$ cat src/rtl/instruction_fetch_decode.sv
// Instruction fetch and decode front end.
// A PC register addresses an external combinational instruction ROM. The
// returned 9-bit word is captured in an instruction register (IR), along with
// the address it came from. The decode fields are plain slices of the IR.
// Taken branches redirect the PC relative to the branch address. A halt word
// parks the unit in HALTED until start is pulsed again.
//
// state   | meaning
// --------+--------------------------------------------------------------
// IDLE    | out of reset; PC at RESET_PC, nothing fetched, waits for start
// RUN     | one fetch per unstalled cycle; branch and halt acted on from IR
// HALTED  | halt word retired; PC parked at halt address+1, waits for start
module instruction_fetch_decode #(
    parameter logic [7:0] RESET_PC = 8'd0
) (
    input  logic       clock,
    input  logic       reset,
    input  logic       start,
    input  logic       stall,
    input  logic       branch_taken,
    input  logic [7:0] branch_offset,
    input  logic [8:0] instruction,
    output logic [7:0] address,
    output logic       ir_valid,
    output logic [7:0] ir_pc,
    output logic [3:0] opcode,
    output logic [1:0] rs,
    output logic [2:0] rt,
    output logic       sel,
    output logic [3:0] imm,
    output logic       halted
);

    typedef enum logic [1:0] {
        IDLE   = 2'd0,
        RUN    = 2'd1,
        HALTED = 2'd2
    } state_t;

    localparam logic [3:0] OP_BRANCH   = 4'b1100;
    localparam logic [3:0] OP_HALT     = 4'b0111;
    localparam logic [2:0] HALT_RT_TAG = 3'b010;

    state_t     state_q;
    state_t     state_d;
    logic [7:0] pc_q;
    logic [7:0] pc_d;
    logic [8:0] ir_q;
    logic [8:0] ir_d;
    logic [7:0] ir_pc_q;
    logic [7:0] ir_pc_d;
    logic       ir_valid_q;
    logic       ir_valid_d;
    logic       halted_q;

    logic       is_halt;
    logic       is_branch;
    logic [7:0] branch_target;

    // Halt ignores the rs field; branch only counts when the IR is live.
    always_comb begin
        is_halt       = ir_valid_q && (ir_q[8:5] == OP_HALT) && (ir_q[2:0] == HALT_RT_TAG);
        is_branch     = ir_valid_q && (ir_q[8:5] == OP_BRANCH) && branch_taken;
        branch_target = ir_pc_q + branch_offset;
    end

    // Next-state and datapath update: stall beats halt beats branch beats fetch.
    always_comb begin
        state_d    = state_q;
        pc_d       = pc_q;
        ir_d       = ir_q;
        ir_pc_d    = ir_pc_q;
        ir_valid_d = ir_valid_q;

        unique case (state_q)
            IDLE, HALTED: begin
                if (start) begin
                    state_d    = RUN;
                    pc_d       = RESET_PC;
                    ir_valid_d = 1'b0;
                end
            end

            RUN: begin
                if (!stall) begin
                    if (is_halt) begin
                        // PC already points past the halt word; leave it there.
                        state_d    = HALTED;
                        ir_valid_d = 1'b0;
                    end else if (is_branch) begin
                        // The word fetched this cycle is on the wrong path.
                        pc_d       = branch_target;
                        ir_valid_d = 1'b0;
                    end else begin
                        ir_d       = instruction;
                        ir_pc_d    = pc_q;
                        ir_valid_d = 1'b1;
                        pc_d       = pc_q + 8'd1;
                    end
                end
            end

            default: begin
                state_d    = IDLE;
                pc_d       = RESET_PC;
                ir_valid_d = 1'b0;
            end
        endcase
    end

    // State and datapath registers with synchronous reset.
    always_ff @(posedge clock) begin
        if (reset) begin
            state_q    <= IDLE;
            pc_q       <= RESET_PC;
            ir_q       <= 9'b0;
            ir_pc_q    <= 8'd0;
            ir_valid_q <= 1'b0;
            halted_q   <= 1'b0;
        end else begin
            state_q    <= state_d;
            pc_q       <= pc_d;
            ir_q       <= ir_d;
            ir_pc_q    <= ir_pc_d;
            ir_valid_q <= ir_valid_d;
            halted_q   <= (state_d == HALTED);
        end
    end

    // Outputs come straight from registers; decode fields are IR slices.
    always_comb begin
        address  = pc_q;
        ir_valid = ir_valid_q;
        ir_pc    = ir_pc_q;
        halted   = halted_q;
        opcode   = ir_q[8:5];
        rs       = ir_q[4:3];
        rt       = ir_q[2:0];
        sel      = ir_q[4];
        imm      = ir_q[3:0];
    end

endmodule

$ cat config.mk
export PLATFORM = sky130hd
export DESIGN_NAME = instruction_fetch_decode
export DESIGN_NICKNAME = d
export VERILOG_FILES = /design/src/rtl/instruction_fetch_decode.sv
export SDC_FILE = /design/constraint.sdc
export NUM_CORES = 1
export LEC_CHECK = 0
export CAP_MARGIN = 20
export CELL_PAD_IN_SITES_DETAIL_PLACEMENT = 0
export CELL_PAD_IN_SITES_GLOBAL_PLACEMENT = 1
export CORE_ASPECT_RATIO = 1.1
export CORE_MARGIN = 3
export CORE_UTILIZATION = 36
export DETAILED_ROUTE_END_ITERATION = 12
export PLACE_DENSITY_LB_ADDON = 0.05
export SLEW_MARGIN = 30
export SYNTH_ARGS = -nofsm -noshare
export SYNTH_HDL_FRONTEND = slang
export SYNTH_SLANG_ARGS = --single-unit
$ cat constraint.sdc
create_clock -name clock -period 3.2 [get_ports clock]
set_clock_uncertainty 0.15 [all_clocks]
set_input_delay 0.32 -clock clock [delete_from_list [all_inputs] [get_ports clock]]
set_output_delay 0.32 -clock clock [all_outputs]
set_load 0.1 [all_outputs]
==> summary.txt <==
GRT
  • Vias in the first global route: 1391
  • Grt met1 use: 18.8%
  • GRT overflow: 0
  • Layer with the highest usage: met2
  • Total GRT Usage: 15.6%
  • Met3 GRT Util: 4.75%
  • Initial antenna violation count: 0
  • Met2 Usage GRT: 26.3%
  • Global-route wire length before repair: 6.69 mm
  • Largest net degree at the start of global routing: 26

Logic synthesis
  • Area leader, netlist: dfxtp_1
  • Synth cell types: 41
  • EDFF count, synth: 0
  • Post-synthesis compound-gate area fraction: 14.9%
  • FFs w/ async S/R, synth: 0%
  • Top post-synthesis cells by area: dfxtp_1 (36%), mux2i_1 (12%), nor2_1 (6.3%)
  • Post-synthesis xor/xnor area fraction: 3.81%
  • Main combinational cell family by area after synthesis: simple AND/OR/NAND/NOR gates
  • Adder-cell area share of the yosys netlist: 7.47%
  • Syn_nets: 211
  • Synth top area share: 36.1%
  • Register area share after synthesis: 36.1%
  • Synth Area in Simple Gates: 19.7%
  • Synthesized flop and latch total: 29
  • Yosys warns: 0
  • Post-Synthesis Cells: 180
  • Synthesized cell area: 1610 sq um
  • Mean Syn Cell Area: 8.93 sq um
  • Mux share of post-synthesis cell area: 11.8%
  • Ys flop type: dfxtp_1

Floorplanning
  • Rows: 24
  • Starting Density: 38.8%
  • I/O pins: 54
  • Die Y: 76.1 um
  • Core area: 4140 sq um
  • Die area: 5300 sq um
  • Die X: 69.7 um

Power
  • Leak Pwr: 0.000858 uW
  • Pwr Total: 873 uW
  • Power Density: 399 nW/um^2
  • Peak VDD IR: 0.000249 V

Place
  • GPL Wtd Cong: 0.832
  • Placed cell areas: 2100 sq um
  • Port bufs: 53
  • DP HPWL: 3.08 mm
  • Placed Cells incl. Taps: 277

Setup path
  • Max FO, Critical Path: 10
  • Arrival time worst endpoint: 2.49 ns
  • FF-to-FF path depth: 6
  • CP endpoint kind: register
  • Crit path largest cell delay: 0.76 ns
  • CP required: 3.21 ns
  • CP max stage cell: nor4_4
  • Crit-path cells: and4bb_2 > and2_4 > nor4_4 > buf_4 > mux2i_1 > nor2_1
  • Worst setup path class: reg2reg
  • Startpoint types: register

CTS
  • CTS tree: yes
  • # resized after CTS: 0
  • Clk buf depth: 2
  • Post-CTS Setup Bufs: 0
  • Hold_buf cts: 0
  • # clock sinks: 29
  • Clock Latency Late Sink: 0.28 ns
  • CTS buffer count: 5
  • Reg clk slew, reported paths: 0.06 ns
  • Clock root cell: clkbuf_8
  • H-tree Lvls: 2

Finish
  • # diodes: 0
  • Commonest non-fill, non-tap cell in the layout: clkdlybuf4s50_1
  • Nets: 263
  • Post-route cell area: 2190 sq um
  • P&R area growth vs syn: 36.0%
  • Final Non-Filler Cells: 284
  • Final cell utilization of the core: 52.8%
  • Commonest cells after routing, fill and taps aside: clkdlybuf4s50_1 (30), dfxtp_1 (29), nor2_1 (27)
  • Layout cell share with drive strength beyond 1: 15.5%

STA
  • Worst-Margin Slew: 0.976 ns
  • Pins over their slew limit: 0
  • Slew HR: 34.7%
  • Final setup fails: 0
  • Final min period: 2.48 ns
  • Final period utilization: 77.4%
  • Hold Fails Final Rpt: 0
  • Setup_tns: 0 ns
  • Fmax: 404 MHz
  • RSZ-0062 raised after global routing: false

Status
  • Outcome: finished, final reports clean

Route
  • Drt first-iter violations: 46
  • Vias per inst: 5.08
  • DR pass1 iterations: 4
  • DRC: 0
  • WL final: 4.04 mm
  • ANT nets after route: 0
  • Via count: 1443
  • Per-cell routed wire length: 14.2 um

Worst hold path
  • Worst Hold Depth: 2
  • Hold Crit Class: reg2reg

Job
  • Max-cap violations: 0
[critical path: cells and delay by family, from the launching register on]
kind / cells / cell delay [ns]
and+or+nand+nor: 4 / 1.25
DFF: 1 / 0.39
buffers and inverters: 1 / 0.35
muxes: 1 / 0.21
[cell families after synthesis]
logic type / after synthesis
simple gates: 63
compound gates: 36
flops: 29
mux: 19
buf+inv: 17
fa+ha+maj: 9
xor+xnor: 7
[layer usage]
metal	wire (um)	part of all wire (%)
met5	0	0
met4	57	1.4
met3	208	5.1
met2	1970	49
met1	1810	45
[power breakdown]
group	total (uW)	switching, uW	internal (uW)
sequential	380	9.85	371
clock	303	133	170
combinational	190	127	63.4
[flip-flops by register name (all words and copies together) (netlist names)]
name	flops
halted	1
state_q	2
ir_valid	1
ir_pc	8
ir_q	9
address	8
[through the flow]
step / setup WS [ns] / hold slack, ns
after floorplan: 0.710 / 0.309
after global placement: 0.588 / 0.329
after detailed placement: 0.581 / 0.341
after CTS: 0.729 / 0.350
after global routing: 0.588 / 0.393
final: 0.725 / 0.347
[Yosys cell counts, drive strengths merged (4+ instances only)]
cell	count
nor2	27
nand2	13
ha	8
o21ai	7
nor3	4
nand3	7
buf	9
inv	6
xor2	4
mux2i	19
dfxtp	29
a21oi	10
[worst paths after layout]
check,startpoint,to,slack (ns)
worst max-delay path,ir_q[2],ir_q[7],0.72
worst max register to register,ir_q[2],ir_q[7],0.72
worst min register to register,state_q[1],halted,0.35
worst min-delay path,state_q[1],halted,0.35
[final cells by class]
class | count | area, sq um
Fill cell | 400 | 1960
Multi-Input combinational cell | 134 | 937
Sequential cell | 29 | 581
Timing Repair Buffer | 56 | 495
Clock buffer | 7 | 86.3
Tap cell | 52 | 65.1
Inverter | 6 | 22.5
Note: power is estimated with default switching activity, not from simulation.
